### src/rtl/ps2_pkg.sv
// ps2_pkg: shared PS/2 FSM states, command bytes and default timing constants.
package ps2_pkg;
  typedef enum logic [2:0] {IDLE, INHIBIT, RTS, DATA, PARITY, STOP, ACK, WAIT_REL} ps2_state_e;
  localparam logic [7:0] CMD_SET_LED = 8'hED;
  localparam logic [7:0] CMD_ENABLE = 8'hF4;
  localparam logic [7:0] CMD_RESET = 8'hFF;
  localparam logic [7:0] ACK_BYTE = 8'hFA;
  localparam int INHIBIT_CYC_DEF = 6000;
  localparam int TIMEOUT_CYC_DEF = 750000;
  localparam int SYNC_STAGES_DEF = 2;
  function automatic logic odd_par(input logic [7:0] d);
    return ~^d;
  endfunction
endpackage

### src/rtl/ps2_line_sync.sv
// ps2_line_sync: synchronises raw PS/2 clock/data lines and flags ps2 clock falling edges.
module ps2_line_sync #(
  parameter int STAGES = 2
) (
  input  logic clk,
  input  logic reset_n,
  input  logic clk_i,
  input  logic dat_i,
  output logic clk_o,
  output logic dat_o,
  output logic fall_o
);
  logic [STAGES-1:0] clk_q, dat_q;
  logic prev_q;
  always_ff @(posedge clk)
    if (!reset_n) begin
      clk_q <= '1;
      dat_q <= '1;
      prev_q <= 1'b1;
    end else begin
      clk_q <= STAGES'({clk_q, clk_i});
      dat_q <= STAGES'({dat_q, dat_i});
      prev_q <= clk_o;
    end
  assign clk_o = clk_q[STAGES-1];
  assign dat_o = dat_q[STAGES-1];
  assign fall_o = prev_q & ~clk_o;
endmodule

### src/rtl/ps2_host_tx.sv
// ps2_host_tx: host-to-device PS/2 byte transmitter with inhibit, request-to-send, parity and ACK check.
module ps2_host_tx
  import ps2_pkg::*;
#(
  parameter int INHIBIT_CYC = INHIBIT_CYC_DEF,
  parameter int TIMEOUT_CYC = TIMEOUT_CYC_DEF,
  parameter int SYNC_STAGES = SYNC_STAGES_DEF
) (
  input  logic       clk,
  input  logic       reset_n,
  input  logic       tx_valid,
  input  logic [7:0] tx_data,
  output logic       tx_ready,
  output logic       tx_done,
  output logic       tx_err,
  output logic       busy,
  input  logic       ps2_clk_in,
  input  logic       ps2_dat_in,
  output logic       ps2_clk_oe,
  output logic       ps2_dat_oe
);
  localparam int IW = $clog2(INHIBIT_CYC + 1);
  localparam int TW = $clog2(TIMEOUT_CYC + 1);
  ps2_state_e state_q, state_d;
  logic [7:0] sh_q, sh_d;
  logic par_q, par_d, dat_q, dat_d;
  logic [3:0] idx_q, idx_d;
  logic [IW-1:0] inh_q, inh_d;
  logic [TW-1:0] to_q, to_d;
  logic clk_s, dat_s, fall, timeout;
  ps2_line_sync #(.STAGES(SYNC_STAGES)) u_sync (
    .clk    (clk),
    .reset_n(reset_n),
    .clk_i  (ps2_clk_in),
    .dat_i  (ps2_dat_in),
    .clk_o  (clk_s),
    .dat_o  (dat_s),
    .fall_o (fall)
  );
  // to_q only moves in RTS..WAIT_REL, so it is zero everywhere else
  assign timeout = (to_q == TW'(TIMEOUT_CYC)) & ~fall;
  assign tx_ready = state_q == IDLE;
  assign busy = state_q != IDLE;
  assign ps2_clk_oe = state_q inside {INHIBIT, RTS};
  assign ps2_dat_oe = ~timeout & ((state_q == RTS) | dat_q);
  always_comb begin
    state_d = state_q;
    sh_d = sh_q;
    par_d = par_q;
    dat_d = dat_q;
    idx_d = idx_q;
    tx_done = 1'b0;
    tx_err = 1'b0;
    inh_d = (state_q == INHIBIT && inh_q != IW'(INHIBIT_CYC)) ? inh_q + 1'b1 : inh_q;
    to_d = fall ? '0 : (state_q inside {[RTS:WAIT_REL]} && to_q != TW'(TIMEOUT_CYC)) ? to_q + 1'b1 : to_q;
    if (timeout) begin
      tx_err = 1'b1;
      dat_d = 1'b0;
      state_d = IDLE;
    end else
      case (state_q)
        IDLE: if (tx_valid) begin
          sh_d = tx_data;
          par_d = odd_par(tx_data);
          state_d = INHIBIT;
        end
        INHIBIT: if (inh_q == IW'(INHIBIT_CYC - 1)) state_d = RTS;
        RTS: begin
          dat_d = 1'b1;
          idx_d = '0;
          state_d = DATA;
        end
        DATA: if (fall) begin
          dat_d = ~sh_q[0];
          sh_d = sh_q >> 1;
          idx_d = idx_q + 1'b1;
          state_d = (idx_q == 4'd7) ? PARITY : DATA;
        end
        PARITY: if (fall) begin
          dat_d = ~par_q;
          state_d = STOP;
        end
        STOP: if (fall) begin
          dat_d = 1'b0;
          state_d = ACK;
        end
        ACK: if (fall) begin
          tx_err = dat_s;
          state_d = dat_s ? IDLE : WAIT_REL;
        end
        WAIT_REL: if (clk_s && dat_s) begin
          tx_done = 1'b1;
          state_d = IDLE;
        end
        default: state_d = IDLE;
      endcase
    if (state_d != state_q) begin
      inh_d = '0;
      to_d = '0;
    end
  end
  always_ff @(posedge clk)
    if (!reset_n) begin
      state_q <= IDLE;
      sh_q <= '0;
      par_q <= 1'b0;
      dat_q <= 1'b0;
      idx_q <= '0;
      inh_q <= '0;
      to_q <= '0;
    end else begin
      state_q <= state_d;
      sh_q <= sh_d;
      par_q <= par_d;
      dat_q <= dat_d;
      idx_q <= idx_d;
      inh_q <= inh_d;
      to_q <= to_d;
    end
endmodule

### config.mk
export PLATFORM = sky130hd
export DESIGN_NAME = ps2_host_tx
export DESIGN_NICKNAME = d
export VERILOG_FILES = /design/src/rtl/ps2_pkg.sv /design/src/rtl/ps2_line_sync.sv /design/src/rtl/ps2_host_tx.sv
export SDC_FILE = /design/constraint.sdc
export NUM_CORES = 1
export LEC_CHECK = 0
export BUFFER_PORTS_ARGS = -buffer_cell sky130_fd_sc_hd__buf_2
export CELL_PAD_IN_SITES_DETAIL_PLACEMENT = 0
export CELL_PAD_IN_SITES_GLOBAL_PLACEMENT = 1
export CORE_MARGIN = 4
export CORE_UTILIZATION = 45
export DETAILED_ROUTE_END_ITERATION = 7
export GPL_TIMING_DRIVEN = 1
export HOLD_SLACK_MARGIN = 0.15
export PLACE_DENSITY = 0.89
export SYNTH_ARGS = -nofsm -noshare
export SYNTH_HDL_FRONTEND = slang
export SYNTH_SLANG_ARGS = --single-unit
### constraint.sdc
create_clock -name clk -period 3.2 [get_ports clk]
set_clock_uncertainty 0.05 [all_clocks]
set_input_delay 0 -clock clk [delete_from_list [all_inputs] [get_ports clk]]
set_output_delay 0 -clock clk [all_outputs]
set_load 0.005 [all_outputs]
==> qor.yml, run 1 <==
status:
  status: "completed"
clock_tree:
  numCtsBuffers: 5
  cts_sinks: 55
  cts_tree: "built"
  cts.path.max_buffers: 2
  cts_max_level: 2
  path_clk_slew_ps: 100
  worst_skew_pair.late_latency_ps: 310
  root_buffer: "clkbuf_8"
logic_synthesis:
  ys_ff_latch: 55
  async_flop_share: 0
  ys_warn_count: 0
  synth_cells: 368
  yosysUniqueCellTypes: 54
  syn-num-nets: 386
  synth_top_area_cell: "dfxtp_1"
  synth_most_common_cell: "dfxtp_1"
  synth_top_cell_area_share: 0.342
  synth-edff-count: 0
  synthTopCellsByCount: "55 x dfxtp_1, 40 x nand2_1, 33 x nor2_1"
  synth_area_leaders: "dfxtp_1 34%, nor4_2 11%, xnor2_1 7.6%"
  syn_area_um2: 3220
  ys.flop_type: "dfxtp_1"
  avgSynthCellArea_um2: 8.74
  ys_seq_area_frac: 0.342
routing:
  first_pass_iters: 4
  drc_errors: 0
  wirelength_um: 7110
  drtIter0Drc: 72
  drt.antenna.violating_nets: 0
  avgRoutedWirePerCell_um: 14.4
  routed_via_density: 5.62
  vias: 2766
sta:
  report.final.slew_viol_count: 0
  layout_min_cycle_time_ps: 2760
  setup_violations: 0
  finalCritPeriodShare: 0.864
  hold_viol: 0
  clock.fmax_ghz: 0.362
  fin_hold_ws_ps: 369
  setup_ws_ps: 436
  tns_ps: 0
  worstMarginPinSlew_ps: 709
  rsz0062_at_grt: "no"
  relSlewSlack: 0.527
die:
  die_width_um: 92.6
  ioPinCount: 19
  dieArea_um2: 8570
  core.rowCount: 30
  initial_utilization: 0.468
  core-area_um2: 6870
  die_height_um: 92.6
setup_path:
  worstSetupPathType: "reg2reg"
  worst_setup_path_start_kind: "register"
  crit_fanout: 15
  rrSetupSlack_ps: 440
  end_kind: "register"
  crit_required_ps: 3350
  arrival_ps: 2920
layout:
  drive_above_1_share: 0.174
  diodes: 0
  areaGrowthSynthToFinish_pct: 13.1
  layout.nets: 413
placement:
  port_buffers: 18
  hpwl_um: 4970
  gp_congestion: 0.811
  dp_slack_ps: 624
run:
  maxCapViolCount: 0
global_routing:
  grt_pass1_vias: 2699
  overflow: 0
  antenna_found_initial: 0
  grt_pass1_wl_um: 12400
  grt_use_total: 0.172
  grt_max_degree: 31
hold_path:
  hp-class: "reg2reg"
power_and_ir_drop:
  vdd_ir_drop_max_uv: 174
  power_density_nw_per_um2: 351
  p_leak_uw: 0.00119
  power.total_uw: 1280
through the flow:
step,cell area [um^2],cells,utilization
2_1_floorplan,3220,368,-
3_3_place_gp,3380,469,0.492
3_5_place_dp,3380,469,0.492
4_1_cts,3630,492,0.529
5_1_grt,3640,492,0.530
6_report,3640,492,0.530
cells in the final DEF (no fill, tap or decap), types with 2 or more instances in the layout:
cell | netlist | routed
buf_2 | 5 | 18
o21ai_0 | 7 | 7
and3_1 | 4 | 4
nor3_1 | 13 | 13
or3_1 | 4 | 4
nor4_1 | 7 | 7
xnor2_1 | 28 | 28
inv_1 | 10 | 10
nor2_1 | 33 | 32
dlygate4sd3_1 | 0 | 15
o31ai_1 | 4 | 4
nor4_2 | 27 | 27
nand4_1 | 13 | 13
and4_1 | 2 | 2
nand2_1 | 40 | 40
buf_4 | 0 | 8
inv_2 | 2 | 2
nor2b_1 | 3 | 3
nand2b_1 | 7 | 7
xor2_1 | 11 | 11
nand3_1 | 19 | 19
a21oi_1 | 9 | 9
nand4b_1 | 2 | 2
dfxtp_1 | 55 | 55
o21a_1 | 2 | 2
ha_1 | 5 | 5
or4_4 | 2 | 2
clkbuf_8 | 0 | 7
mux2i_1 | 3 | 3
a22oi_1 | 2 | 2
o22ai_1 | 2 | 2
a311oi_1 | 8 | 8
kinds of logic after synthesis:
logic type / Yosys count / synth area share
AOI/OAI and AO/OA: 46 / 0.107
xor gates and xnor gates: 39 / 0.106
adders and majority gates: 5 / 0.0194
buffers and inverters: 34 / 0.0533
DFF: 55 / 0.342
muxes: 4 / 0.0163
and+or+nand+nor: 185 / 0.356
registers in the layout (all words and copies together), names as in the netlist:
signal,cells
inh_q,13
u_sync.prev_q,1
state_q,3
dat_q,1
u_sync.dat_q,2
sh_q,8
u_sync.clk_q,2
idx_q,4
par_q,1
to_q,20
final cells by class:
class / count / area (um^2)
Clock inverter: 1 / 7.51
Inverter: 12 / 45.0
Multi-Input combinational cell: 279 / 1950
Timing Repair Buffer: 42 / 320
Tap cell: 96 / 120
Fill cell: 658 / 3230
Sequential cell: 55 / 1100
Clock buffer: 7 / 96.3
worst paths after layout:
path                                 startpoint         endpoint  depth (start not counted)
worst max register to register          to_q[0]          sh_q[7]                          9
worst max-delay path                    to_q[0]          sh_q[7]                          9
worst min register to register  u_sync.dat_q[0]  u_sync.dat_q[1]                          1
worst min-delay path            u_sync.dat_q[0]  u_sync.dat_q[1]                          1
worst max-delay path: stages, from the launching register on:
cell           delay [ps]
dfxtp_1               330
inv_1                 100
ha_1                  170
nor4bb_1              210
nand3b_1              200
nor3_1                550
nor2_2                260
nand3_1               160
a21boi_1               70
dlygate4sd3_1         560
power breakdown:
group	leakage (uW)	internal (uW)	switching [uW]
clock	0.0000505	197	220
sequential	0.000446	700	11.9
combinational	0.000688	65.8	81.0
timing repair:
action                     4_1_cts  5_1_grt
hold buffers                    15        0
buffers inserted                 0        0
setup endpoints to repair        0        1
gates resized for setup          0        1
hold endpoints to repair        18        0
per-layer routing:
layer,GRT usage,part of all wire
met1,0.239,0.48
met2,0.280,0.47
met3,0.0276,0.030
met4,0.0408,0.013
met5,0,0
No activity file was read; power rests on OpenSTA's default activity.
==> run 2, diff against run 1 <==
Settings changed: CORE_MARGIN 4 to 5.
==> qor.yml, run 2 (synthesis results as in run 1) <==
layout:
  diodes: 0  # unchanged
  layout_common_cells: "55 x dfxtp_1, 40 x nand2_1, 33 x nor2_1"  # was 55 x dfxtp_1, 40 x nand2_1, 32 x nor2_1
  areaGrowthSynthToFinish_pct: 13.3  # was 13.1%
  largest_reg_flops: 20  # unchanged
  num-fill-cells: 629  # was 658
  fin_util: 0.530  # about the same
  fin_area_um2: 3640  # about the same
  regArea_um2: 1100  # unchanged
  layout.nets: 413  # unchanged
  top_register: "to_q"  # unchanged
  drive_above_1_share: 0.172  # was 0.174
  multiInputGateArea_um2: 1940  # was 1950 um^2
  layout_commonest_cell: "dfxtp_1"  # unchanged
  top_regs: "to_q: 20 flops, inh_q: 13 flops, sh_q: 8 flops"  # unchanged
  stdcell_count: 492  # unchanged
die:
  core-area_um2: 6870  # unchanged
  dieArea_um2: 8940  # was 8570 um^2
  core.rowCount: 30  # unchanged
  initial_utilization: 0.468  # unchanged
  die_height_um: 94.6  # was 92.6 um
  die_width_um: 94.6  # was 92.6 um
  ioPinCount: 19  # unchanged
global_routing:
  grt_max_degree: 34  # was 31
  grt_use_total: 0.174  # was 0.172
  antenna_found_initial: 0  # unchanged
  grt_pass1_wl_um: 12600  # was 12400 um
  grt_pass1_vias: 2737  # was 2699
  overflow: 0  # unchanged
sta:
  tns_ps: 0  # unchanged
  setup_violations: 0  # unchanged
  setup_ws_ps: 603  # was 436 ps
  layout_min_cycle_time_ps: 2600  # was 2760 ps
  rsz0062_at_grt: "no"  # unchanged
  finalCritPeriodShare: 0.812  # was 0.864
  report.final.slew_viol_count: 0  # unchanged
  clock.fmax_ghz: 0.385  # was 0.362 GHz
  relSlewSlack: 0.545  # was 0.527
  hold_viol: 0  # unchanged
  worstMarginPinSlew_ps: 681  # was 709 ps
clock_tree:
  path_clk_slew_ps: 100  # about the same
  cts_tree: "built"  # unchanged
  cts_max_level: 2  # unchanged
  cts_sinks: 55  # unchanged
  cts.path.max_buffers: 2  # unchanged
  numCtsBuffers: 5  # unchanged
  cts_resized: 0  # unchanged
  root_buffer: "clkbuf_8"  # unchanged
  worst_skew_pair.late_latency_ps: 310  # about the same
placement:
  dpl_cell_area_um2: 3380  # unchanged
  dp_cells: 469  # unchanged
  dp_slack_ps: 640  # was 624 ps
  port_buffers: 18  # unchanged
  hpwl_um: 4870  # was 4970 um
  gp_congestion: 0.859  # was 0.811
run:
  maxCapViolCount: 0  # unchanged
routing:
  drtIter0Drc: 117  # was 72
  vias: 2738  # was 2766
  avgRoutedWirePerCell_um: 14.6  # was 14.4 um
  drt.antenna.violating_nets: 0  # unchanged
  routed_via_density: 5.57  # was 5.62
  drc_errors: 0  # unchanged
  first_pass_iters: 4  # unchanged
  wirelength_um: 7200  # was 7110 um
setup_path:
  worstSetupPathType: "reg2reg"  # unchanged
  end_kind: "register"  # unchanged
  rr_endpoint: "sh_q[7]"  # unchanged
  arrival_ps: 2800  # was 2920 ps
  crit_start: "state_q[1]"  # was to_q[0]
  crit_required_ps: 3400  # was 3350 ps
  worst_setup_path_start_kind: "register"  # unchanged
  rrSetupSlack_ps: 600  # was 440 ps
  worstReg2RegStart: "state_q[1]"  # was to_q[0]
  worstRegToRegCells: 8  # was 9
  crit_fanout: 16  # was 15
power_and_ir_drop:
  vdd_ir_drop_max_uv: 215  # was 174 uV
  power_density_nw_per_um2: 363  # was 351 nW/um^2
  p_leak_uw: 0.00119  # about the same
hold_path:
  min_to: "u_sync.dat_q[1]"  # unchanged
  hp-class: "reg2reg"  # unchanged
  holdCritStartpoint: "u_sync.dat_q[0]"  # unchanged
  min_path_cells: 1  # unchanged
status:
  status: "completed"  # unchanged
run 2: cell types whose count changed in the layout (fill, tap and decap cells not counted), sizes merged:
cell      change
clkinv        +2
clkbuf        -2
bufinv        +1
clkinvlp      -1
run 2: worst max-delay path by stage:
stage	endpoint	slack, ps	cells past startpoint
floorplan	to_q[0]	820	10
global placement	inh_q[6]	710	9
detailed placement	inh_q[6]	640	9
CTS	inh_q[6]	630	9
global route	sh_q[7]	440	8
finish	sh_q[7]	600	8
run 2: repair_timing:
| item | CTS | global route |
|---|---|---|
| hold buffers | 15 | 0 |
| hold endpoints to repair | 18 | 0 |
| setup buffers | 0 | 0 |
run 2: power breakdown:
group | switching (uW) | internal [uW] | total (uW)
clock network | 227 | 233 | 461
registers | 8.43 | 700 | 708
logic | 86.4 | 67.8 | 154
run 2: cell type report:
type / instances / share of cell area
repair buffers: 42 / 0.0879
multi-input cells: 279 / 0.534
clock inverters: 3 / 0.0120
clock buffers: 5 / 0.0189
flip-flops and latches: 55 / 0.302
well taps: 96 / 0.0330
inverters: 12 / 0.0124
run 2: metal layers:
layer,global-route usage,routed length [um]
met1,0.222,3320
met2,0.300,3530
met3,0.0295,222
met4,0.0577,131
met5,0,0
run 2: critical path, cell delays in order, from the launching register on:
cell           delay, ps
dfxtp_1              470
buf_4                260
and3_1               470
a22oi_1              160
nor2_1               130
buf_4                210
nand3_1              100
a21boi_1             140
dlygate4sd3_1        560
run 2: through the flow:
stage / hold slack [ps] / power (uW)
finish: 364 / 1320
global route: 396 / 1380
CTS: 365 / 1340
detailed placement: 138 / 863
global placement: 133 / 861
floorplan: 51.5 / 829
